$ cat config.mk
export PLATFORM = sky130hd
export DESIGN_NAME = shared_adder_arbiter_flat
export DESIGN_NICKNAME = d
export VERILOG_FILES = /design/src/rtl/shared_adder_arbiter_if.sv /design/src/rtl/shared_adder_arbiter.sv /design/src/flat_wrapper.sv
export SDC_FILE = /design/constraint.sdc
export NUM_CORES = 1
export LEC_CHECK = 0
export CORE_ASPECT_RATIO = 2
export CORE_MARGIN = 5
export CORE_UTILIZATION = 40
export CTS_BUF_LIST = sky130_fd_sc_hd__clkbuf_2
export CTS_CLUSTER_DIAMETER = 30
export DETAILED_ROUTE_END_ITERATION = 10
export HOLD_SLACK_MARGIN = 0.02
export PLACE_DENSITY = 0.65
export SLEW_MARGIN = 25
export SYNTH_ARGS = -nofsm -noshare
export SYNTH_HDL_FRONTEND = slang
export SYNTH_SLANG_ARGS = --single-unit
$ cat constraint.sdc
create_clock -name clk -period 2.35 [get_ports clk]
set_input_delay 0.5875 -clock clk [delete_from_list [all_inputs] [get_ports clk]]
set_output_delay 0.5875 -clock clk [all_outputs]
set_load 0.01 [all_outputs]
$ cat src/rtl/shared_adder_arbiter_if.sv
// Request/operand/result bundle between two requesters and the shared adder.
// The master side drives requests and operands; the slave side is the arbiter.
interface shared_adder_arbiter_if #(
   parameter int WIDTH = 4
);
   logic             req0;
   logic [WIDTH-1:0] a0;
   logic [WIDTH-1:0] b0;
   logic             cin0;
   logic             req1;
   logic [WIDTH-1:0] a1;
   logic [WIDTH-1:0] b1;
   logic             cin1;
   logic             gnt0;
   logic             gnt1;
   logic             busy;
   logic             done;
   logic             done_id;
   logic [WIDTH-1:0] sum;
   logic             cout;
   logic [WIDTH:0]   shl;

   modport master (
      output req0, a0, b0, cin0, req1, a1, b1, cin1,
      input  gnt0, gnt1, busy, done, done_id, sum, cout, shl
   );

   modport slave (
      input  req0, a0, b0, cin0, req1, a1, b1, cin1,
      output gnt0, gnt1, busy, done, done_id, sum, cout, shl
   );
endinterface

$ cat src/rtl/shared_adder_arbiter.sv
// Round-robin arbiter sharing one registered add/shift datapath between two requesters.
// state | meaning
// IDLE  | waiting for a request; grants on the edge a request is seen
// BUSY  | operation in flight, cnt counts down LAT-1..0, result loads at 0
// DONE  | result valid pulse next cycle, round-robin pointer flips to the other requester
module shared_adder_arbiter #(
   parameter int WIDTH = 4,
   parameter int LAT   = 2
) (
   input logic                    clk,
   input logic                    rst_n,
   shared_adder_arbiter_if.slave  bus
);
   localparam logic [1:0] IDLE = 2'd0;
   localparam logic [1:0] BUSY = 2'd1;
   localparam logic [1:0] DONE = 2'd2;
   localparam logic [3:0] CNT_INIT = 4'(LAT - 1);

   logic [1:0]       state     = IDLE;
   logic [3:0]       cnt       = '0;
   logic             rr_ptr    = 1'b0;
   logic             owner     = 1'b0;
   logic [WIDTH-1:0] a_q       = '0;
   logic [WIDTH-1:0] b_q       = '0;
   logic             cin_q     = 1'b0;
   logic             gnt0_q    = 1'b0;
   logic             gnt1_q    = 1'b0;
   logic             busy_q    = 1'b0;
   logic             done_q    = 1'b0;
   logic             done_id_q = 1'b0;
   logic [WIDTH-1:0] sum_q     = '0;
   logic             cout_q    = 1'b0;
   logic [WIDTH:0]   shl_q     = '0;

   logic             pick;
   logic [WIDTH:0]   full;

   always_comb begin
      pick = (bus.req0 && bus.req1) ? rr_ptr : bus.req1;
      full = {1'b0, a_q} + {1'b0, b_q} + {{WIDTH{1'b0}}, cin_q};
   end

   always_ff @(posedge clk) begin
      if (!rst_n) begin
         state     <= IDLE;
         cnt       <= '0;
         rr_ptr    <= 1'b0;
         owner     <= 1'b0;
         a_q       <= '0;
         b_q       <= '0;
         cin_q     <= 1'b0;
         gnt0_q    <= 1'b0;
         gnt1_q    <= 1'b0;
         busy_q    <= 1'b0;
         done_q    <= 1'b0;
         done_id_q <= 1'b0;
         sum_q     <= '0;
         cout_q    <= 1'b0;
         shl_q     <= '0;
      end else begin
         gnt0_q <= 1'b0;
         gnt1_q <= 1'b0;
         done_q <= 1'b0;
         case (state)
            IDLE: begin
               if (bus.req0 || bus.req1) begin
                  owner  <= pick;
                  a_q    <= pick ? bus.a1 : bus.a0;
                  b_q    <= pick ? bus.b1 : bus.b0;
                  cin_q  <= pick ? bus.cin1 : bus.cin0;
                  gnt0_q <= !pick;
                  gnt1_q <= pick;
                  cnt    <= CNT_INIT;
                  busy_q <= 1'b1;
                  state  <= BUSY;
               end
            end
            BUSY: begin
               if (cnt == '0) begin
                  {cout_q, sum_q} <= full;
                  shl_q           <= {full[WIDTH-1:0], 1'b0};
                  done_id_q       <= owner;
                  state           <= DONE;
               end else begin
                  cnt <= cnt - 4'd1;
               end
            end
            DONE: begin
               done_q <= 1'b1;
               rr_ptr <= ~owner;
               busy_q <= 1'b0;
               state  <= IDLE;
            end
            default: begin
               busy_q <= 1'b0;
               state  <= IDLE;
            end
         endcase
      end
   end

   assign bus.gnt0    = gnt0_q;
   assign bus.gnt1    = gnt1_q;
   assign bus.busy    = busy_q;
   assign bus.done    = done_q;
   assign bus.done_id = done_id_q;
   assign bus.sum     = sum_q;
   assign bus.cout    = cout_q;
   assign bus.shl     = shl_q;

`ifdef FORMAL
   logic       past_valid = 1'b0;
   logic [1:0] state_d1   = IDLE;
   logic [1:0] state_d2   = IDLE;

   always_ff @(posedge clk) begin
      past_valid <= 1'b1;
      state_d1   <= state;
      state_d2   <= state_d1;
   end

   // done is registered out of DONE, so the BUSY state sits two cycles back
   always_comb begin
      if (!past_valid) begin
         assume (!rst_n);
         assert (state == IDLE);
         assert (!gnt0_q && !gnt1_q && !busy_q && !done_q && !done_id_q);
         assert (sum_q == '0 && !cout_q && shl_q == '0);
      end
      assert (!(gnt0_q && gnt1_q));
      assert (busy_q == (state != IDLE));
      assert (int'(cnt) < LAT);
      if (done_q) assert (state_d2 == BUSY);
   end

   always_ff @(posedge clk) begin
      if (past_valid && $past(bus.req0 && !bus.gnt0)) assume (bus.req0);
      if (past_valid && $past(bus.req1 && !bus.gnt1)) assume (bus.req1);
   end
`endif
endmodule

$ cat src/flat_wrapper.sv
// flat-port wrapper written by rule: the top's interface ports become plain ports
module shared_adder_arbiter_flat 
#(
   parameter int WIDTH = 4,
   parameter int LAT   = 2
)
  (clk, rst_n, bus_req0, bus_a0, bus_b0, bus_cin0, bus_req1, bus_a1, bus_b1, bus_cin1, bus_gnt0, bus_gnt1, bus_busy, bus_done, bus_done_id, bus_sum, bus_cout, bus_shl);
  shared_adder_arbiter_if #(.WIDTH(WIDTH)) bus_i ();
  input logic clk;
  input logic rst_n;
  input wire logic [$bits(bus_i.req0)-1:0] bus_req0;
  input wire logic [$bits(bus_i.a0)-1:0] bus_a0;
  input wire logic [$bits(bus_i.b0)-1:0] bus_b0;
  input wire logic [$bits(bus_i.cin0)-1:0] bus_cin0;
  input wire logic [$bits(bus_i.req1)-1:0] bus_req1;
  input wire logic [$bits(bus_i.a1)-1:0] bus_a1;
  input wire logic [$bits(bus_i.b1)-1:0] bus_b1;
  input wire logic [$bits(bus_i.cin1)-1:0] bus_cin1;
  output wire logic [$bits(bus_i.gnt0)-1:0] bus_gnt0;
  output wire logic [$bits(bus_i.gnt1)-1:0] bus_gnt1;
  output wire logic [$bits(bus_i.busy)-1:0] bus_busy;
  output wire logic [$bits(bus_i.done)-1:0] bus_done;
  output wire logic [$bits(bus_i.done_id)-1:0] bus_done_id;
  output wire logic [$bits(bus_i.sum)-1:0] bus_sum;
  output wire logic [$bits(bus_i.cout)-1:0] bus_cout;
  output wire logic [$bits(bus_i.shl)-1:0] bus_shl;
  assign bus_i.req0 = bus_req0;
  assign bus_i.a0 = bus_a0;
  assign bus_i.b0 = bus_b0;
  assign bus_i.cin0 = bus_cin0;
  assign bus_i.req1 = bus_req1;
  assign bus_i.a1 = bus_a1;
  assign bus_i.b1 = bus_b1;
  assign bus_i.cin1 = bus_cin1;
  assign bus_gnt0 = bus_i.gnt0;
  assign bus_gnt1 = bus_i.gnt1;
  assign bus_busy = bus_i.busy;
  assign bus_done = bus_i.done;
  assign bus_done_id = bus_i.done_id;
  assign bus_sum = bus_i.sum;
  assign bus_cout = bus_i.cout;
  assign bus_shl = bus_i.shl;
  shared_adder_arbiter #(.WIDTH(WIDTH), .LAT(LAT)) u_core (.clk(clk), .rst_n(rst_n), .bus(bus_i));
endmodule
==> flow_metrics.tcl <==
set metrics [dict create \
    outcome "finished, final reports clean" \
    worstHoldStart "u_core.bus.done_id" \
    die_x_um 50.47 \
    synth_nets 174 \
    io_pins 37 \
    criticalPathCategory "reg -> out" \
    synth_cell_types 38 \
    fin_cells 205 \
    final_common_cell "clkdlybuf4s50_1" \
    hold_class "reg -> reg" \
    p_int_uw 709.9 \
    slowest_stage "clkdlybuf4s50_1" \
    antenna_found_initial 0 \
    vias_per_cell 5.415 \
    startpoint_type "register" \
    placementRows 29 \
    fin_setup_tns_ns 0 \
    final.setup_skew_ns 0.03304 \
    syn_area_per_cell_um2 9.035 \
    final_nets 204 \
    grt_pass1_vias 1173 \
    cts_hold_buf 0 \
    fillers 320 \
    cts_tree "built" \
    synth_seq_cells 27 \
    grt_setup_unrepaired "no" \
    swShare 0.3160 \
    worstPathRequired_ns 1.76 \
    avgRoutedWirePerCell_um 14.31 \
    clkLatencyLatePin_ns 0.37 \
    track_usage 0.1360 \
    drt-pass1-iter-count 4 \
    utilization 0.5303 \
    fmax_ghz 0.5169 \
    cts_max_level 1 \
    tightest_slew_ns 0.5929 \
    place_congestion 0.7803 \
    cts_root_buf "clkbuf_2" \
    p_sw_uw 328.0 \
    start_util 0.4150 \
    cts_buffers 3 \
    ir_drop_uv 358.7 \
    worst-path-buf-inv 1 \
    power_frac_comb 0.302 \
    clk_pin_slew_ns 0.28 \
    path_cells "clkdlybuf4s50_1" \
    syn_to_final_growth_pct 27.79 \
    drtIter0Drc 28 \
    syn-cell-area_mm2 0.001310 \
    clk_path_buf_depth 2 \
    ys_seq_area_frac 0.4126 \
    dpl.cell_count 201 \
    drv_slew 0 \
    routed_wl_mm 2.934 \
    mostFrequentLayoutCells "clkdlybuf4s50_1 (35), dfxtp_1 (27), inv_1 (18)" \
    n_antenna_cell 0 \
    slew_headroom 0.6039 \
    port_buffers 35 \
    pre_cts_ws_ns 0.2875 \
    ant_nets 0 \
    cap_violations 0 \
    rr_startpoint "u_core.cnt[0]" \
    power_mw 1.038 \
    worstPathArrival_ns 1.35 \
    p_per_area_mw_per_mm2 620.0 \
    overflow 0 \
    crit_family "buffers and inverters" \
    endpoint_kind "output port" \
    drive_gt1_frac 0.06897 \
    crit_fanout 3 \
    drc 0 \
    yosys_warnings 0 \
    cts.sinks 27 \
    post-cts-setup-buffers 0 \
    final.min_clock_period_ns 1.934 \
    die-area_mm2 0.004589 \
    syn_inst 145 \
    fin_crit_sh 0.8232 \
    clkPwrFrac 0.176 \
    setup_violations 0 \
    slowest_delay_ns 0.55 \
    vias 1110 \
    seq_power_share 0.521 \
    finalWorstSetupSlack_ns 0.4155 \
    core_mm2 0.003157 \
    dp.final_hpwl_mm 2.439 \
    cts_resized 0 \
    grt_max_degree 17 \
    finalHoldViolations 0 \
    leakage_nw 0.6858 \
    crit_start "u_core.bus.sum[0]" \
    die_h_um 90.93 \
    grt_pass1_wl_mm 5.133 \
]
-- path summary, 6_finish.rpt --
path	depth (start not counted)	slack, ns	end
worst max-delay path	1	0.42	bus_shl[1]
worst min-delay path	2	0.49	u_core.bus.done_id
worst max register to register	6	0.57	u_core.bus.sum[2]
worst min register to register	2	0.49	u_core.bus.done_id
-- kinds of logic (layout without fill, tap and decap cells) --
| logic type | count (synthesis) | in the layout | synth area share |
|---|---|---|---|
| other cells | 1 | 1 | 0.002863 |
| flops | 27 | 27 | 0.4126 |
| simple gates | 37 | 37 | 0.1729 |
| fa+ha+maj | 7 | 7 | 0.07832 |
| compound gates | 40 | 40 | 0.2159 |
| xor+xnor | 1 | 1 | 0.006687 |
| buf+inv | 32 | 61 | 0.1108 |
-- layout make-up --
class                   instances  area, µm²  share of cell area
inverters                      18      67.56             0.04036
repair buffers                 39      380.4              0.2272
well taps                      31      38.79             0.02317
clock buffers                   3      15.01            0.008969
multi-input cells              86      624.3              0.3729
clock inverters                 1      7.507            0.004484
flip-flops and latches         27      540.5              0.3229
-- flip-flops by register name, summed over array words and instances (netlist names), 2 cells and up --
register	cells
u_core.b_q	4
u_core.cnt	4
u_core.state	2
u_core.a_q	4
u_core.bus.sum	4
-- through the flow --
| step | hold slack (ns) | cell area (µm²) |
|---|---|---|
| 3_3_place_gp | 0.4709 | 1652 |
| 5_1_grt | 0.5376 | 1674 |
| 4_1_cts | 0.4952 | 1674 |
| 6_report | 0.4916 | 1674 |
| 3_5_place_dp | 0.4669 | 1652 |
| 2_1_floorplan | 0.4492 | 1310 |
-- routing by layer --
metal  vias to the layer above  GRT usage  routed length [µm]
met5                         -          0                   0
met4                         0    0.05970                  57
met3                         4    0.01967                 131
met2                        27     0.2562                1712
met1                       514     0.1385                1034
li1                        565          -                   -
-- power by group through the flow --
stage | logic [mW] | clock network, mW | registers, mW
CTS | 0.318 | 0.187 | 0.542
detailed placement | 0.317 | 0 | 0.551
finish | 0.314 | 0.183 | 0.541
global route | 0.348 | 0.205 | 0.550
floorplan | 0.191 | 0 | 0.549
global placement | 0.308 | 0 | 0.548
-- synth_stat cells, drive strengths merged --
cell type	count	area (µm²)
dfxtp	27	540.5
inv	18	67.56
a21oi	11	55.05
nor3	10	50.05
a221o	9	90.09
buf	9	58.80
o21ai	6	30.03
clkbuf	5	18.77
ha	5	62.56
nor2	5	18.77
a211oi	3	22.52
nor3b	3	27.52
a21o	2	15.01
and2	2	12.51
fa	2	40.04
nand2b	2	12.51
nand3	2	10.01
nor2b	2	12.51
o21a	2	15.01
o221ai	2	17.52
o22ai	2	12.51
or3	2	12.51
or3b	2	17.52
or4	2	15.01
a211o	1	8.760
a21bo	1	10.01
a31oi	1	6.260
conb	1	3.750
nand2	1	3.750
nand3b	1	7.510
nand4	1	6.260
nand4bb	1	11.26
or2	1	8.760
xnor2	1	8.760
(Power assumes the default switching activity.)
